## config.mk

```make
export PLATFORM = sky130hd
export DESIGN_NAME = t05_spi_arbiter
export DESIGN_NICKNAME = d
export VERILOG_FILES = /design/src/rtl/t05_spi_arbiter.sv
export SDC_FILE = /design/constraint.sdc
export NUM_CORES = 1
export LEC_CHECK = 0
export BUFFER_PORTS_ARGS = -buffer_cell sky130_fd_sc_hd__buf_2
export CAP_MARGIN = 15
export CORE_UTILIZATION = 45
export CTS_CLUSTER_DIAMETER = 80
export CTS_CLUSTER_SIZE = 30
export DETAILED_ROUTE_END_ITERATION = 8
export GPL_ROUTABILITY_DRIVEN = 0
export HOLD_SLACK_MARGIN = 0.03
export PLACE_DENSITY_LB_ADDON = 0.1
export SLEW_MARGIN = 20
export SYNTH_ARGS = -nofsm -noshare
export SYNTH_HDL_FRONTEND = slang
export SYNTH_SLANG_ARGS = --single-unit
```

## constraint.sdc

```tcl
create_clock -name clk -period 2.65 [get_ports clk]
set_input_delay 0.265 -clock clk [delete_from_list [all_inputs] [get_ports clk]]
set_output_delay 0.265 -clock clk [all_outputs]
set_load 0.01 [all_outputs]
```

## src/rtl/t05_spi_arbiter.sv

```systemverilog
// Round-robin arbiter that shares one t05_SPI engine between two requesters.
// All outputs are registered. Each pulse appears one cycle after the state that produces it.
module t05_spi_arbiter #(
  parameter int ADDR_W  = 32,
  parameter int TIMEOUT = 4095,
  parameter int CNT_W   = 12
) (
  input  logic                clk,
  input  logic                rst,
  input  logic [1:0]          req_valid,
  input  logic [1:0]          req_write,
  input  logic [2*ADDR_W-1:0] req_addr,
  output logic [1:0]          req_ready,
  output logic [1:0]          req_done,
  output logic [1:0]          req_timeout,
  output logic                busy,
  output logic                grant_id,
  output logic                spi_read_en,
  output logic                spi_write_en,
  output logic                spi_read_stop,
  output logic [ADDR_W-1:0]   spi_read_addr,
  output logic [ADDR_W-1:0]   spi_write_addr,
  input  logic                spi_finish
);

  typedef enum logic [2:0] {IDLE, ISSUE, WAIT, STOP, ABORT, DONE} state_t;

  state_t            state, state_nxt;
  logic [CNT_W-1:0]  cnt;
  logic              op_write;
  logic              last_grant;
  logic              win;
  logic              accept;
  logic              cnt_hit;
  logic [ADDR_W-1:0] win_addr;

  logic [1:0] ready_nxt, done_nxt, timeout_nxt;
  logic       read_en_nxt, write_en_nxt, read_stop_nxt, busy_nxt;

  assign accept   = (state == IDLE) && (|req_valid);
  // Contention goes to the side that did not win last time
  assign win      = (&req_valid) ? ~last_grant : req_valid[1];
  assign win_addr = win ? req_addr[2*ADDR_W-1:ADDR_W] : req_addr[ADDR_W-1:0];
  assign cnt_hit  = (cnt == CNT_W'(TIMEOUT - 1));

  always_ff @(posedge clk or posedge rst) begin
    if (rst) begin
      state          <= IDLE;
      cnt            <= '0;
      op_write       <= 1'b0;
      last_grant     <= 1'b1;
      grant_id       <= 1'b0;
      spi_read_addr  <= '0;
      spi_write_addr <= '0;
      req_ready      <= 2'b00;
      req_done       <= 2'b00;
      req_timeout    <= 2'b00;
      busy           <= 1'b0;
      spi_read_en    <= 1'b0;
      spi_write_en   <= 1'b0;
      spi_read_stop  <= 1'b0;
    end else begin
      state         <= state_nxt;
      req_ready     <= ready_nxt;
      req_done      <= done_nxt;
      req_timeout   <= timeout_nxt;
      busy          <= busy_nxt;
      spi_read_en   <= read_en_nxt;
      spi_write_en  <= write_en_nxt;
      spi_read_stop <= read_stop_nxt;
      if (state == ISSUE)
        cnt <= '0;
      else if (state == WAIT)
        cnt <= cnt + 1'b1;
      if (accept) begin
        grant_id   <= win;
        last_grant <= win;
        op_write   <= req_write[win];
        if (req_write[win])
          spi_write_addr <= win_addr;
        else
          spi_read_addr  <= win_addr;
      end
    end
  end

  always_comb begin
    state_nxt = state;
    case (state)
      IDLE:  if (accept) state_nxt = ISSUE;
      ISSUE: state_nxt = WAIT;
      // Finish takes priority over a coincident timeout
      WAIT: begin
        if (spi_finish)
          state_nxt = op_write ? DONE : STOP;
        else if (cnt_hit)
          state_nxt = ABORT;
      end
      STOP:  state_nxt = DONE;
      ABORT: state_nxt = IDLE;
      DONE:  state_nxt = IDLE;
      default: state_nxt = IDLE;
    endcase
  end

  always_comb begin
    ready_nxt     = 2'b00;
    done_nxt      = 2'b00;
    timeout_nxt   = 2'b00;
    read_en_nxt   = 1'b0;
    write_en_nxt  = 1'b0;
    read_stop_nxt = 1'b0;
    if (accept)
      ready_nxt = win ? 2'b10 : 2'b01;
    if (state == ISSUE) begin
      write_en_nxt = op_write;
      read_en_nxt  = ~op_write;
    end
    if (state == STOP || state == ABORT)
      read_stop_nxt = 1'b1;
    if (state == DONE)
      done_nxt = {grant_id, ~grant_id};
    if (state == ABORT)
      timeout_nxt = {grant_id, ~grant_id};
    busy_nxt = accept | (busy & ~(|req_done) & ~(|req_timeout));
  end

endmodule
```

# [After elaboration in Yosys (flattened, before gate mapping)]
# Index checks and enable logic that the tools add are counted.
[op_classes] add_sub_neg=1 n_lt_le_gt_ge=1 n_eq_ne=8 n_mux=18 n_bitwise=9 reduce_logical=11
[ops] operator="two-way mux 32 bit" n=1
[ops] operator="two-way mux 12 bit" n=2
[ops] operator="adder 12 x 1 -> 12 bit (second input constant)" n=1
[ops] operator="== test 12 bit (second input constant)" n=1
[ops] operator="two-way mux 3 bit" n=4
[ops] operator="one-hot mux 3 bit (4 select lines)" n=1
[ops] operator="two-way mux 2 bit" n=4
[ops] operator="AND reduction 2 bit" n=4
[ops] operator="== test 3 x 2 -> 1 bit (second input constant)" n=2
[ops] operator="== test 3 bit (second input constant)" n=2
[ops] operator="two-way mux 1 bit" n=6
[ops] operator="inverter 1 bit" n=6
[ops] operator="OR reduction 2 bit" n=3
[ops] operator="== test 3 x 1 -> 1 bit (second input constant)" n=1
[ops] operator="logical NOT 3 bit" n=1
[ops] operator="!= test 3 bit (second input constant)" n=1
[ops] operator="AND 1 bit" n=2
[ops] operator="< comparator 1 x 2 -> 1 bit (second input constant)" n=1
[ops] operator="!= test 2 bit (second input constant)" n=1
[ops] operator="nonzero test 2 bit" n=1
[ops] operator="logical AND 1 bit" n=1
[ops] operator="logical OR 1 bit" n=1
[ops] operator="bitwise OR 1 bit" n=1
[word_totals] ff_bits=92 inputBits=71

# [Logic depth before layout (Yosys ltp)]
# Gate-level depths: netlist (run 1).
[depth] word_depth=6 depth_mapped=7

# [Worst setup path before layout (run 1)]
# OpenSTA, ideal clock, no wires.
[synth_timing] path_kind="reg-to-reg" startpoint="reg last_grant" endpoint="reg spi_write_addr[15]" t_arrival_ns=1.607 slack_ns=0.916 stages_incl_launch_ff=5 n_path_buf=1 synth_period_minus_slack_ns=1.734 path_cell_list="dfstp_2 -> a21boi_4 -> clkbuf_1 -> mux2_2 -> mux2_1"
[synth_via] elab_chain_len=5 elab_cells_between_ends=6
[synth_lines] item="from (decl)" line_no="31" text="logic last_grant;"
[synth_lines] item="from (signal assigned)" line_no="77" text="last_grant <= win;"
[synth_lines] item="inverter 1 bit (*)" line_no="42" text="assign win = (&req_valid) ? ~last_grant : req_valid[1];"
[synth_lines] item="two-way mux 1 bit (*)" line_no="42"
[synth_lines] item="two-way mux 1 bit (not written as such) (2 in a row)" line_no="79" text="if (req_write[win])"
[synth_lines] item="AND reduction 2 bit (no source line)"
[synth_lines] item="to (signal assigned)" line_no="80" text="spi_write_addr <= win_addr;"
[synth_lines] item="to (decl)" line_no="22" text="output logic [ADDR_W-1:0] spi_write_addr,"
# Mark *: on every way between the ends. The rest lies on a longest branch, timed or not. The select of a mux whose other input is x is not followed.
# A chain may end at the register's enable or synchronous reset.

# [Worst setup path after layout (run 1)]
[layout_timing] startpoint="reg state[0]" endpoint="reg spi_read_addr[8]"
[layout_via] elab_chain_len=3
[layout_lines] item="from (decl)" line_no="28" text="state_t state, state_nxt;"
[layout_lines] item="from (signal assigned)" line_no="63" text="state <= state_nxt;"
[layout_lines] item="logical NOT 3 bit" line_no="40" text="assign accept = (state == IDLE) && (|req_valid);"
[layout_lines] item="logical AND 1 bit" line_no="40"
[layout_lines] item="AND reduction 2 bit (no source line)"
[layout_lines] item="to (signal assigned)" line_no="82" text="spi_read_addr <= win_addr;"
[layout_lines] item="to (decl)" line_no="21" text="output logic [ADDR_W-1:0] spi_read_addr,"
# Every way passes these cells.

==> results of run 1 <==
worst paths after layout:
path | startpoint | to | slack, ps | cells after the start
min reg2reg | op_write | spi_read_en | 470 | 1
max | state[0] | spi_read_addr[8] | 590 | 5
max in group asynchronous | rst | last_grant | 2240 | 3
min | rst | cnt[3] | 50 | 3
min in group clk | req_valid[0] | last_grant | 160 | 2
max reg2reg | state[0] | spi_read_addr[8] | 590 | 5
logic make-up (layout without fill, tap and decap cells):
group / after synthesis / after routing / synth area share
muxes: 98 / 98 / 0.292
and+or+nand+nor: 45 / 45 / 0.0632
DFF: 92 / 92 / 0.554
AOI/OAI and AO/OA: 33 / 33 / 0.0536
buffers and inverters: 21 / 173 / 0.0307
adders and majority gates: 2 / 2 / 0.00602
sequential cells by signal (all words and copies together), names as in the netlist:
| signal | flops |
|---|---|
| req_timeout | 2 |
| grant_id | 1 |
| spi_read_en | 1 |
| spi_write_en | 1 |
| req_done | 2 |
| state | 3 |
| op_write | 1 |
| spi_read_addr | 32 |
| busy | 1 |
| spi_read_stop | 1 |
| cnt | 12 |
| spi_write_addr | 32 |
| last_grant | 1 |
| req_ready | 2 |
cells in the mapped netlist (all sizes together):
cell type / count / share of area
or4b: 1 / 0.0024
nand2: 11 / 0.0099
buf: 11 / 0.022
o211ai: 4 / 0.0072
or3: 1 / 0.0015
o31ai: 4 / 0.0072
and2: 2 / 0.0030
nand3: 9 / 0.011
o21a: 1 / 0.0018
a31oi: 1 / 0.0015
o21ai: 14 / 0.018
a21boi: 3 / 0.0081
dfstp: 1 / 0.0063
a22oi: 1 / 0.0018
o41ai: 1 / 0.0021
clkbuf: 3 / 0.0027
inv: 7 / 0.0063
and4: 1 / 0.0021
nor2: 8 / 0.0090
nand4: 4 / 0.0075
or2: 1 / 0.0015
nor3: 3 / 0.0063
mux2: 96 / 0.29
dfrtp: 91 / 0.55
nor3b: 1 / 0.0045
ha: 2 / 0.0060
nand2b: 3 / 0.0045
mux2i: 2 / 0.0057
a21o: 2 / 0.0036
a21oi: 2 / 0.0024
worst register-to-register path, stage by stage, from the launching register on:
cell,delay [ps]
dfrtp_1,560
nor3_4,310
o21ai_2,160
nand2b_2,340
buf_12,260
mux2_4,330
area by class of cell:
class                      count  area (um2)  share of cell area
inverter                       7        30.0             0.00576
clock inverter                 5        85.1              0.0163
sequential                    92        2300               0.442
timing repair buffer         150         788               0.151
multi-input combinational    178        1730               0.331
tap                          108         135              0.0259
clock buffer                  11         141              0.0271
through the flow:
step / hold slack (ps) / cell area [um2] / setup WS [ps]
after floorplan: 328 / 4160 / 916
after detailed placement: 450 / 4980 / 625
final: 46.9 / 5210 / 589
after CTS: 57.5 / 5210 / 600
after global routing: 68.0 / 5210 / 460
after global placement: 449 / 4980 / 682
metal layers:
layer,global-route usage,part of all wire,vias up
li1,-,-,1334
met1,0.243,0.44,1356
met2,0.296,0.47,90
met3,0.0444,0.063,15
met4,0.0944,0.022,0
met5,0,0,-
power by group through the flow:
stage | registers, mW | clock network, mW | logic [mW]
2_1_floorplan | 2.60 | 0 | 1.34
3_3_place_gp | 2.40 | 0 | 2.35
3_5_place_dp | 2.41 | 0 | 2.39
4_1_cts | 2.40 | 1.07 | 2.39
5_1_grt | 2.48 | 1.13 | 2.55
6_report | 2.40 | 1.04 | 2.35
==> summary.md, run 1 <==
| Metric | Value |
|---|---|
| Maxcap violations | 0 |
| Routed via count | around 2.8k |
| Crit-path cells | nor3_4, o21ai_2, nand2b_2, buf_12, mux2_4 |
| Post-CTS Setup Inserts | 0 |
| Final setup fails | 0 |
| Final Core Density | 0.589 |
| Crit path DAT | about 2300 ps |
| FF+latch count, synth | 92 |
| RSZ-0062 raised after global routing | false |
| Drt first pass iters | 6 |
| Tcrit/Tclk final | 0.778 |
| Clk buf depth | 2 |
| Core footprint | around 8800 um2 |
| N_diodes | 0 |
| PwrDens | between 1000 and 1500 nW/um2 |
| Most common cell after layout, fill and taps aside | buf_2 |
| Critical Path Fanout Max | 26 |
| Synth Warn # | 0 |
| CP peak stage delay | about 560 ps |
| Layout area overhead | 25.4% |
| Setup TNS | 0 ps |
| PostCTS Resize Cnt | 0 |
| CP Launch Type | flip-flop |
| Worst vdd ir | approximately 0.0005 V |
| Detailed placement HPWL | around 6000 um |
| Die width | 98.1 um |
| Clk root buf | clkbuf_8 |
| Slew Limit Headroom | 0.679 |
| Initial Utilization | 0.470 |
| Clk slew on worst S/H paths | roughly 90 ps |
| Final total power | between 5 and 6 mW |
| Post-DRT Antenna Nets | 0 |
| Post-layout min period | 2060 ps |
| Pin count of the biggest net entering global routing | between 90 and 100 |
| # IOs | between 100 and 150 |
| Failing checks | design-rule violations |
| CP Buf/Inv Count | 1 |
| Sequential fraction of the synthesis area | 0.554 |
| CP max stage cell | dfrtp_1 |
| Max Freq | 485 MHz |
| Number of global-route vias before repair | roughly 2.9k |
| Pins Over Slew Limit | 0 |
| Non-filler instance count after layout | 551 |
| Int Pwr | ~3.8 mW |
| Sink Count | just over 90 |
| Most frequent cells in the layout | buf_2 (145), dfrtp_1 (91), mux2_2 (37) |
| Seq pwr share | 0.414 |
| Initial DRC count | 62 |
| Mapped Nets | approximately 360 |
| Fill cells | approximately 760 |
| Synthesized area | 4160 um2 |
| Worst skew pair latency | 350 ps |
| Clk_skew | a little under 10 ps |
| DIE HEIGHT | between 90 and 100 um |
| CP delay by family, top | simple AND/OR/NAND/NOR gates |
| Fraction of layout cells with a size suffix above 1 | 0.549 |
| Final #Nets | 511 |
| CP endpoint kind | flip-flop |
| Initial antenna violation count | 0 |
| Leakage | around 2.6 nW |
| Crit Path Category | flip-flop to flip-flop |
| Hold_buf cts | 0 |
| # port buffers | approximately 150 |
| Drt total wl | roughly 8400 um |
| Vias/cell | around 5.1 |
| DR DRC count | 7 |
| Clk network pwr share | 0.179 |
| Synth Instances | 291 |
| Yosys cell types | 40 |
| Switch Pwr | between 1.5 and 2 mW |
| Slew @ Worst Pin | 482 ps |
| Status | finished with violations |
| Die ar. | around 9600 um2 |
| CTS Buf Count | 9 |
| Post-Syn Area per Cell | approximately 14 um2 |
| Worst path required time | 2880 ps |
| First-pass GRT wire length | 14000 um |
| Min-delay worst type | primary input to async pin |
| Comb power frac | 0.406 |
| Drt wl/cell | 15.2 um |
| Row cnt | 34 |
| Final Hold Viols | 0 |
| Inst Count DP | between 500 and 600 |
| Remaining Overflow, GRT | 0 |
| Sw Ratio | 0.338 |
| Total track usage | 0.188 |
| H-tree depth | 3 |
| CTS tree | done |
Note: power is estimated with default switching activity, not from simulation.
==> run 2, diff against run 1 <==
CORE_UTILIZATION = 50   (was 45)
clock period = 1.9 ns   (was 2.65 ns; I/O delays follow)
==> run 2 against run 1 <==
Net effect: the run now ends clean; hold slack improved by 46 ps; first-iteration DRC count fell by 18%; sequential share of layout area fell by 0.56 points; combinational power rose by 46%; routed wire length rose by 0.57%; clock skew fell by 1.9 ps; final cell count rose by 0.54%.
==> summary.md, run 2 (synthesis gave the netlist of run 1 again) <==
| Metric | Value |
|---|---|
| CP endpoint kind | flip-flop |
| Die width | just over 90 um |
| Initial antenna violation count | 0 |
| Remaining Overflow, GRT | 0 |
| Routed via count | 2853 |
| Final hold slack | a little over 90 ps |
| Fraction of layout cells with a size suffix above 1 | 0.553 |
| Worst vdd ir | between 0.0007 and 0.0008 V |
| Most frequent cells in the layout | buf_2 (145), dfrtp_1 (91), mux2_2 (37) |
| Largest registers | spi_read_addr (32), spi_write_addr (32), cnt (12) |
| Post-DRT Antenna Nets | 0 |
| Sink Count | 92 |
| Critical Path Fanout Max | 21 |
| Clk network pwr share | 0.175 |
| DIE HEIGHT | between 90 and 100 um |
| Initial DRC count | 51 |
| Total track usage | 0.213 |
| Initial Utilization | 0.527 |
| N_diodes | 0 |
| Comb power frac | 0.422 |
| Switch Pwr | between 2 and 3 mW |
| Pin count of the biggest net entering global routing | 40 |
| Post-DP Area | approximately 5000 um2 |
| Slew Limit Headroom | 0.556 |
| Setup TNS | 0 ps |
| # port buffers | 145 |
| Clk buf depth | 2 |
| Crit path DAT | ~1900 ps |
| Design area | ~5300 um2 |
| Most common cell after layout, fill and taps aside | buf_2 |
| Post-layout min period | 1720 ps |
| Final #Nets | between 500 and 600 |
| Clk root buf | clkbuf_8 |
| CP Launch Type | flip-flop |
| Die ar. | a little under 9000 um2 |
| Worst skew pair latency | 350 ps |
| Sw Ratio | 0.333 |
| Detailed placement HPWL | 6250 um |
| PwrDens | between 1500 and 2000 nW/um2 |
| CTS tree | done |
| Clk_skew | about 7.7 ps |
| Clk slew on worst S/H paths | 80 ps |
| Int Pwr | 5.41 mW |
| Number of global-route vias before repair | 2920 |
| H-tree depth | 3 |
| Final Hold Viols | 0 |
| RSZ-0062 raised after global routing | false |
| Crit-path cells | a21boi_4, buf_4, mux2_2, mux2_1 |
| # IOs | between 100 and 150 |
| Status | finished clean |
| Final Core Density | 0.669 |
| Min-delay worst type | primary input to flip-flop |
| DR DRC count | 0 |
| Setup WS pre-CTS | around 180 ps |
| Fill cells | between 500 and 600 |
| CTS Buf Count | 9 |
| Drt total wl | approximately 8400 um |
| CP max stage cell | mux2_2 |
| Layout area overhead | 27.0% |
| Leakage | ~2.6 nW |
| Drt first pass iters | 4 |
| Vias/cell | a little over 5 |
| Slew @ Worst Pin | 665 ps |
| Maxcap violations | 0 |
| Seq pwr share | 0.403 |
| PnR worst setup slack | roughly 180 ps |
| First-pass GRT wire length | ~14000 um |
| Max Freq | 581 MHz |
| Final setup fails | 0 |
| Row cnt | 32 |
| Pins Over Slew Limit | 0 |
| Crit Path Category | flip-flop to flip-flop |
| CP peak stage delay | ~400 ps |
| Worst path required time | ~2100 ps |
| Core footprint | around 8000 um2 |
| Tcrit/Tclk final | 0.905 |
| Drt wl/cell | 15.2 um |
run 2: changes by cell type in the layout (fill, tap and decap cells not counted):
cell / delta
buf_4: +7
dlygate4sd3_1: +1
clkinv_4: -2
clkbuf_1: +1
clkinv_2: +1
buf_12: +1
run 2: timing repair:
item	in CTS	in global routing
setup endpoints to repair	0	0
hold buffers	1	0
buffers inserted	0	0
gates resized for setup	0	0
hold endpoints to repair	25	0
run 2: final cells by class:
| cell class | count | area [um2] | area share |
|---|---|---|---|
| clock inverter | 4 | 72.6 | 0.0138 |
| sequential | 92 | 2300 | 0.437 |
| inverter | 7 | 30.0 | 0.00569 |
| timing repair buffer | 159 | 871 | 0.165 |
| multi-input combinational | 178 | 1730 | 0.327 |
| tap | 102 | 128 | 0.0242 |
| clock buffer | 12 | 145 | 0.0275 |
run 2: worst paths after layout:
path | from | end | slack (ps) | depth (start not counted)
max | last_grant | spi_write_addr[14] | 180 | 4
min | req_valid[0] | last_grant | 90 | 2
max reg2reg | last_grant | spi_write_addr[14] | 180 | 4
min reg2reg | op_write | spi_read_en | 470 | 1
max in group asynchronous | rst | spi_write_addr[0] | 800 | 4
min in group asynchronous | rst | req_timeout[1] | 490 | 3
run 2: through the flow:
step,instances,total power [mW]
final,554,8.12
after global routing,554,8.66
after CTS,554,8.22
after detailed placement,537,6.78
after global placement,537,6.69
after floorplan,291,5.50
run 2: layer usage:
metal	wire length, um	track usage
met5	0	0
met4	145	0.0808
met3	469	0.0463
met2	4030	0.335
met1	3780	0.291
run 2: worst max-delay path, delay by kind of cell, from the launching register on:
kind,cells,cell delay [ps]
multiplexers,2,700
flip-flops,1,390
buffers and inverters,1,320
AO/OA/AOI/OAI,1,180
run 2: power groups by stage:
stage	logic (mW)	clock network, mW	registers [mW]
detailed placement	3.48	0	3.30
floorplan	1.87	0	3.63
finish	3.42	1.42	3.28
global placement	3.40	0	3.29
global route	3.73	1.54	3.39
CTS	3.48	1.46	3.28
